<file path="config.mk">
export PLATFORM = sky130hd
export DESIGN_NAME = rca32_share_arb
export DESIGN_NICKNAME = d
export VERILOG_FILES = /design/src/rtl/rca32_share_arb.sv
export SDC_FILE = /design/constraint.sdc
export NUM_CORES = 1
export LEC_CHECK = 0
export ABC_AREA = 1
export ABC_CLOCK_PERIOD_IN_PS = 16420
export BUFFER_PORTS_ARGS = -buffer_cell sky130_fd_sc_hd__clkbuf_2
export CORE_AREA = 2 2 119 121
export CTS_BUF_LIST = sky130_fd_sc_hd__clkbuf_8
export DETAILED_ROUTE_END_ITERATION = 10
export DIE_AREA = 0 0 121 123
export PLACE_DENSITY = 0.75
export SLEW_MARGIN = 20
export SYNTH_ARGS = -nofsm -noshare
export SYNTH_HDL_FRONTEND = slang
export SYNTH_SLANG_ARGS = --single-unit
</file>
<file path="constraint.sdc">
create_clock -name i_clk -period 16.42 [get_ports i_clk]
set_input_delay 3.284 -clock i_clk [delete_from_list [all_inputs] [get_ports i_clk]]
set_output_delay 3.284 -clock i_clk [all_outputs]
set_load 0.02 [all_outputs]
</file>
<file path="src/rtl/rca32_share_arb.sv">
// Round-robin share of one 32-bit ripple-carry adder among NREQ valid/ready requesters.
// Latency: 1 cycle from acceptance to rsp_valid; 1 op/cycle while rsp_ready is held high.
// Backpressure: req_ready drops for everyone while a result is held and rsp_ready is low.

// Plain 32-bit ripple-carry adder: one full-adder cell per bit, carry rippling upward.
module d_rca32 (
    input  logic [31:0] i_a,
    input  logic [31:0] i_b,
    input  logic        i_cin,
    output logic [31:0] o_sum,
    output logic        o_cout
);
    logic [32:0] w_c;

    assign w_c[0] = i_cin;

    // One full-adder per bit position.
    for (genvar g = 0; g < 32; g++) begin : g_fa
        assign o_sum[g]  = i_a[g] ^ i_b[g] ^ w_c[g];
        assign w_c[g+1]  = (i_a[g] & i_b[g]) | (w_c[g] & (i_a[g] ^ i_b[g]));
    end

    assign o_cout = w_c[32];
endmodule

module rca32_share_arb #(
    parameter int NREQ = 4,
    parameter int IDW  = 2
) (
    input  logic                 i_clk,
    input  logic                 i_rst_n,
    input  logic [NREQ-1:0]      i_req_valid,
    output logic [NREQ-1:0]      o_req_ready,
    input  logic [32*NREQ-1:0]   i_req_a,
    input  logic [32*NREQ-1:0]   i_req_b,
    input  logic [NREQ-1:0]      i_req_cin,
    output logic                 o_rsp_valid,
    input  logic                 i_rsp_ready,
    output logic [31:0]          o_rsp_sum,
    output logic                 o_rsp_cout,
    output logic [IDW-1:0]       o_rsp_id
);
    typedef enum logic {EMPTY = 1'b0, FULL = 1'b1} state_t;

    state_t          r_state;
    logic [IDW-1:0]  r_prio;
    logic [31:0]     r_sum;
    logic            r_cout;
    logic [IDW-1:0]  r_id;

    logic            w_any;
    logic [IDW-1:0]  w_win;
    logic            w_can_accept;
    logic            w_accept;
    logic [IDW-1:0]  w_prio_nxt;
    logic [31:0]     w_a;
    logic [31:0]     w_b;
    logic            w_cin;
    logic [31:0]     w_sum;
    logic            w_cout;

    // Round-robin search: requester i sits at offset k from prio when prio == (i-k) mod NREQ.
    // Offsets are walked from farthest to nearest so the nearest valid requester wins last.
    always_comb begin
        w_any = 1'b0;
        w_win = '0;
        for (int k = NREQ - 1; k >= 0; k--) begin
            for (int i = 0; i < NREQ; i++) begin
                if (i_req_valid[i] && (r_prio == IDW'((i - k + NREQ) % NREQ))) begin
                    w_any = 1'b1;
                    w_win = IDW'(i);
                end
            end
        end
    end

    // Output slot is free when empty, or when the held result leaves on this edge.
    assign w_can_accept = (r_state == EMPTY) | i_rsp_ready;
    assign w_accept     = w_any & w_can_accept & i_rst_n;
    assign w_prio_nxt   = (w_win == IDW'(NREQ - 1)) ? '0 : w_win + IDW'(1);

    // One-hot ready to the winner only; forced low while reset is asserted.
    always_comb begin
        o_req_ready = '0;
        if (w_accept) begin
            o_req_ready[w_win] = 1'b1;
        end
    end

    // Operand mux from the winner's slice.
    always_comb begin
        w_a   = '0;
        w_b   = '0;
        w_cin = 1'b0;
        for (int i = 0; i < NREQ; i++) begin
            if (w_win == IDW'(i)) begin
                w_a   = i_req_a[32*i +: 32];
                w_b   = i_req_b[32*i +: 32];
                w_cin = i_req_cin[i];
            end
        end
    end

    d_rca32 u_rca (
        .i_a    (w_a),
        .i_b    (w_b),
        .i_cin  (w_cin),
        .o_sum  (w_sum),
        .o_cout (w_cout)
    );

    // Result-register FSM: load on accept (drain and reload share one edge), empty on bare drain.
    always_ff @(posedge i_clk or negedge i_rst_n) begin
        if (!i_rst_n) begin
            r_state <= EMPTY;
            r_prio  <= '0;
            r_sum   <= '0;
            r_cout  <= 1'b0;
            r_id    <= '0;
        end else begin
            case (r_state)
                EMPTY: begin
                    if (w_accept) begin
                        r_state <= FULL;
                        r_prio  <= w_prio_nxt;
                        r_sum   <= w_sum;
                        r_cout  <= w_cout;
                        r_id    <= w_win;
                    end
                end
                FULL: begin
                    if (w_accept) begin
                        r_state <= FULL;
                        r_prio  <= w_prio_nxt;
                        r_sum   <= w_sum;
                        r_cout  <= w_cout;
                        r_id    <= w_win;
                    end else if (i_rsp_ready) begin
                        r_state <= EMPTY;
                    end
                end
                default: r_state <= EMPTY;
            endcase
        end
    end

    assign o_rsp_valid = (r_state == FULL);
    assign o_rsp_sum   = r_sum;
    assign o_rsp_cout  = r_cout;
    assign o_rsp_id    = r_id;
endmodule

</file>
### Yosys cells after proc, flatten, opt, wreduce, memory -nomap -nowiden

Cells that the tools add are included.

* register bits: 38
* bits of input ports: 267
* output and inout port bits: 40
* logic and storage cells: 252

* add/sub/neg operators: 1
* magnitude comparators: 2
* equal/unequal tests: 6
* multiplexer cells: 55
* bitwise logic cells: 164
* reductions and logical operators: 19

Operators by type and width (count)
* $mux W32: 9
* $and A1 B1 Y1: 66
* $xor A1 B1 Y1: 64
* $mux W2: 17
* $or A1 B1 Y1: 33
* $mux W1: 26
* $logic_and A1 B1 Y1: 17
* $eq A2 B2 Y1 const B: 4
* $eq A2 B1 Y1 const B: 2
* $logic_not A2 Y1: 2
* $mux W4: 1
* $lt A2 B3 Y1 const B: 1
* $add A2 B1 Y2 const B: 1
* $demux W1 S2: 1
* $ge A2 B1 Y1 const B: 1
* $pmux W1 S2: 1
* $not A1 Y1: 1

### Logic depth before layout (Yosys ltp)

* depth in word-level cells: 88
* mapped depth: 62
* mapped depth without buffers: 59

### Hierarchy

A second synthesis with hierarchy kept.

* cells, all modules: 570
* area, all modules: 4144.0 µm²

By module, submodules not included
* rca32_share_arb: times used 1, cells each 528, area an instance 3465.8 µm², seq. area each 950.9 µm²
* d_rca32: times used 1, cells each 42, area an instance 678.2 µm², seq. area each 0.0 µm²

### Worst setup path before layout

OpenSTA, ideal clock, no wires.

* kind: in2reg
* from: input port i_req_valid[1]
* to: register r_sum[31], in the netlist o_rsp_sum[31]
* library setup time: 0.117 ns
* arrival time: 19.580 ns
* required time: 16.303 ns
* slack: -3.277 ns
* cell stages on the path: 58
* path buffers: 2
* cells stage by stage: nand3_1 -> nand2_1 -> nand2_1 -> nand2_1 -> nand2_1 -> nand2_1 -> nand2_1 -> nand2_1 -> nand2_1 -> nand2_1 -> nand2_1 -> nand2_1 -> nand2_1 -> nand2_1 -> ha_1 -> nor2_1 -> clkbuf_1 -> buf_1 -> [22 not listed] -> fa_1 -> fa_1 -> fa_1 -> fa_1 -> fa_1 -> fa_1 -> fa_1 -> fa_1 -> fa_1 -> fa_1 -> fa_1 -> fa_1 -> fa_1 -> fa_1 -> inv_1 -> fa_1 -> nand2_1 -> nand2_1

* longest elaborated chain between the ends: 86
* elaborated cells between the ends (all ways): 179
* those cells by class: eq/ne: 3; mux: 43; bitwise: 128; reduce/logical: 5

RTL lines
* start, declared: RTL line 32 `input logic [NREQ-1:0] i_req_valid,`
* $logic_and A1 B1 Y1: RTL line 69 `if (i_req_valid[i] && (r_prio == IDW'((i - k + NREQ) % NREQ))) begin`
* $mux W1: RTL line 69
* $mux W2 (11 in a row): RTL line 69
* $mux W2 (*) (3 in a row): RTL line 69
* named net w_win[0]: RTL line 52 `logic [IDW-1:0] w_win;`
* $logic_not A2 Y1: RTL line 96 `if (w_win == IDW'(i)) begin`
* $mux W32 (4 in a row): RTL line 96
* $xor A1 B1 Y1: RTL line 20 `assign w_c[g+1] = (i_a[g] & i_b[g]) | (w_c[g] & (i_a[g] ^ i_b[g]));`
* [57 not listed]
* $or A1 B1 Y1: RTL line 20
* $and A1 B1 Y1: RTL line 20
* $or A1 B1 Y1: RTL line 20
* $and A1 B1 Y1: RTL line 20
* $or A1 B1 Y1: RTL line 20
* $xor A1 B1 Y1 (*): RTL line 19 `assign o_sum[g] = i_a[g] ^ i_b[g] ^ w_c[g];`
* named net u_rca.o_sum[31]: RTL line 10 `output logic [31:0] o_sum,`
* $mux W32 (*): RTL line 123, 132
* end signal, assigned: RTL line 126 `r_sum <= w_sum;`
* end signal, assigned: RTL line 135 `r_sum <= w_sum;`
* end, declared: RTL line 47 `logic [31:0] r_sum;`

The timed path passes the listed nets; every way through them passes the cells marked *. The select of a mux whose other input is x is not followed.
A chain may end at the register's enable or synchronous reset.

### Worst setup path after layout

Ends and elaborated chain as after synthesis.

==> out/qor.yml <==
cts:
  htree_levels: 2
  cts_tree: "done"
  cts_root_buffer: "clkbuf_8"
  cts_buffer_depth: 2
  worstSkewPairLatency_ns: 0.28
  clk_pin_slew_worst_paths_ns: 0.08
  clkSinkCount: 38
  holdBufCountCts: 0
  cts_buffers: 5
routing:
  vias: 5231
  ant_nets: 0
  drt_iter0_drc: 313
  drc: 0
  wirelength_mm: 18.1
  vias_per_cell: 5.12
  drt_pass1_iterations: 5
  routedWlPerCell_um: 17.8
final_layout:
  finalNetCount: 1143
  utilization_pct: 45.1
  drive_gt1_share_pct: 50.7
  multi_input_area_mm2: 0.00294
  regArea_um2: 951
  nFillCells: 1440
  instances_no_fill: 1021
  syn2layout_area_growth_pct: 52.3
worst_hold_path:
  hp-class: "reg2reg"
placement:
  place_ws_ns: -0.837
  gp_congestion: 0.892
  numPortBuffers: 306
  dp_hpwl_mm: 15.2
  dpl.cell_count: 1006
grt:
  grt-ovfl-total: 0
  antenna_found_initial: 1
  grt_max_degree: 64
  grt_pass1_wl_mm: 27.3
  track_usage_pct: 24.0
  grt_pass1_vias: 5110
setup_path:
  crit_path_start_kind: "input pin"
  arrival_ns: 16.95
  required_ns: 16.60
  path_buf_inv: 6
  rrSetupSlack_ns: 1.93
  critPathMaxStageDelay_ns: 0.42
  cpMostUsedCell: "fa_2"
  crit_path_max_fanout: 5
  end_kind: "register"
  crit_family: "adder cells"
  path_class: "in2reg"
  cp_slowest_cell: "fa_2"
die:
  die_h_um: 123
  die-area_mm2: 0.0149
  rows: 43
  core_mm2: 0.0136
  io_pins: 307
  initial_utilization_pct: 29.6
  dieWidth_um: 121
synth:
  syn_nets: 837
  synth_seq_cells: 38
  seq_area_frac_synth_pct: 23.6
  yosysUniqueCellTypes: 26
  yosysWarnings: 0
  netlist_area_mm2: 0.00403
  syn-instance-count: 534
  post_synth.cell_area_avg_um2: 7.55
sta:
  finClkSkew_ns: 0.0118
  hold_viol_final: 0
  fmax_mhz: 59.6
  setup_violations: 3
  tightest_slew_ns: 0.673
  slew_headroom_pct: 55.1
  fin_crit_ns: 16.77
  slew_viol_final: 0
  whs_ns: 0.484
  setup_slack_ns: -0.352
  rsz0062_at_grt: "yes"
  period_share_pct: 102
outcome:
  failed_checks: "negative setup slack"
  status: "finished, violations left"
flow_run:
  cap_viol_max_count: 0
[metrics by stage]
| step | TNS (ns) | instance area, um2 |
|---|---|---|
| floorplan | -0.721 | 4210 |
| global placement | -1.49 | 5940 |
| detailed placement | -1.99 | 5940 |
| CTS | -0.889 | 6080 |
| global route | -2.31 | 6140 |
| finish | -0.442 | 6140 |
[sequential cells by signal (all words and copies together) (netlist names)]
name,flops
o_rsp_cout,1
o_rsp_id,2
o_rsp_sum,32
o_rsp_valid,1
r_prio,2
[routing by layer]
layer	part of all wire [%]	track usage (%)	vias to the layer above
met3	7.7	4.01	20
li1	-	-	2536
met5	0	0	-
met4	1.8	6.32	0
met1	43	33.5	2421
met2	48	38.6	254
[path summary, 6_finish.rpt]
check | start | endpoint | depth (start not counted)
worst min register to register | o_rsp_sum[16]$_DFFE_PN0P_ | o_rsp_sum[16]$_DFFE_PN0P_ | 2
min in group asynchronous | i_rst_n | o_rsp_sum[11]$_DFFE_PN0P_ | 2
worst max register to register | r_prio[1]$_DFFE_PN0P_ | o_rsp_sum[31]$_DFFE_PN0P_ | 52
worst min-delay path | o_rsp_sum[16]$_DFFE_PN0P_ | o_rsp_sum[16]$_DFFE_PN0P_ | 2
max in group asynchronous | i_rst_n | o_rsp_sum[21]$_DFFE_PN0P_ | 2
worst max-delay path | i_req_valid[1] | o_rsp_sum[31]$_DFFE_PN0P_ | 58
[worst min-delay path, stage by stage (launching register included)]
cell     delay (ns)
dfrtp_1        0.35
nand2_1        0.05
nand2_1        0.05
[layout make-up]
class	instances	share of cell area, %
clock buffers	5	1.12
diodes	1	0.0407
multi-input cells	429	47.8
flip-flops and latches	38	15.5
well taps	180	3.67
clock inverters	2	0.183
inverters	16	1.08
repair buffers	350	30.6
[kinds of logic after synthesis]
group	after synthesis	share of synthesized area, %
compound gates	290	41.2
simple gates	103	10.3
buf+inv	67	7.85
flops	38	23.6
fa+ha+maj	36	17.1
[placed cells by master (no fill, tap or decap), types with 3 or more instances in the layout]
| cell type | instances |
|---|---|
| o21ai_0 | 104 |
| o21ai_2 | 10 |
| inv_1 | 7 |
| clkbuf_2 | 304 |
| buf_4 | 44 |
| a21oi_1 | 94 |
| nand2_2 | 4 |
| clkbuf_8 | 5 |
| o21ai_1 | 11 |
| nand3_1 | 9 |
| dfrtp_1 | 38 |
| inv_2 | 7 |
| nand2_1 | 72 |
| a22oi_1 | 61 |
| nor2_1 | 10 |
| fa_2 | 32 |
| a21oi_2 | 3 |
[cells in the mapped netlist]
| cell type | instances | area, um2 |
|---|---|---|
| a21oi_1 | 97 | 485 |
| a221oi_1 | 2 | 17.5 |
| a22oi_1 | 63 | 473 |
| buf_1 | 3 | 11.3 |
| buf_2 | 1 | 5.00 |
| buf_6 | 4 | 45.0 |
| buf_8 | 3 | 45.0 |
| clkbuf_1 | 40 | 150 |
| clkinv_1 | 1 | 3.75 |
| dfrtp_1 | 38 | 951 |
| fa_1 | 32 | 641 |
| ha_1 | 4 | 50.1 |
| inv_1 | 12 | 45.0 |
| inv_2 | 3 | 11.3 |
| nand2_1 | 76 | 285 |
| nand2_2 | 2 | 12.5 |
| nand3_1 | 10 | 50.1 |
| nand4_1 | 2 | 12.5 |
| nor2_1 | 11 | 41.3 |
| nor2_2 | 1 | 6.26 |
| o21a_1 | 1 | 7.51 |
| o21ai_0 | 105 | 526 |
| o21ai_1 | 10 | 50.1 |
| o21ai_2 | 10 | 87.6 |
| o31ai_1 | 2 | 15.0 |
| or3_1 | 1 | 6.26 |
[timing repair]
item	4_1_cts	5_1_grt
pin swaps	1	5
setup buffers	5	2
resized for setup	3	15
endpoints found under the setup margin	3	4
Power is left out: the tool's default activity adds up to more than one toggle a clock period on the data nets, which glitch-free logic cannot reach.
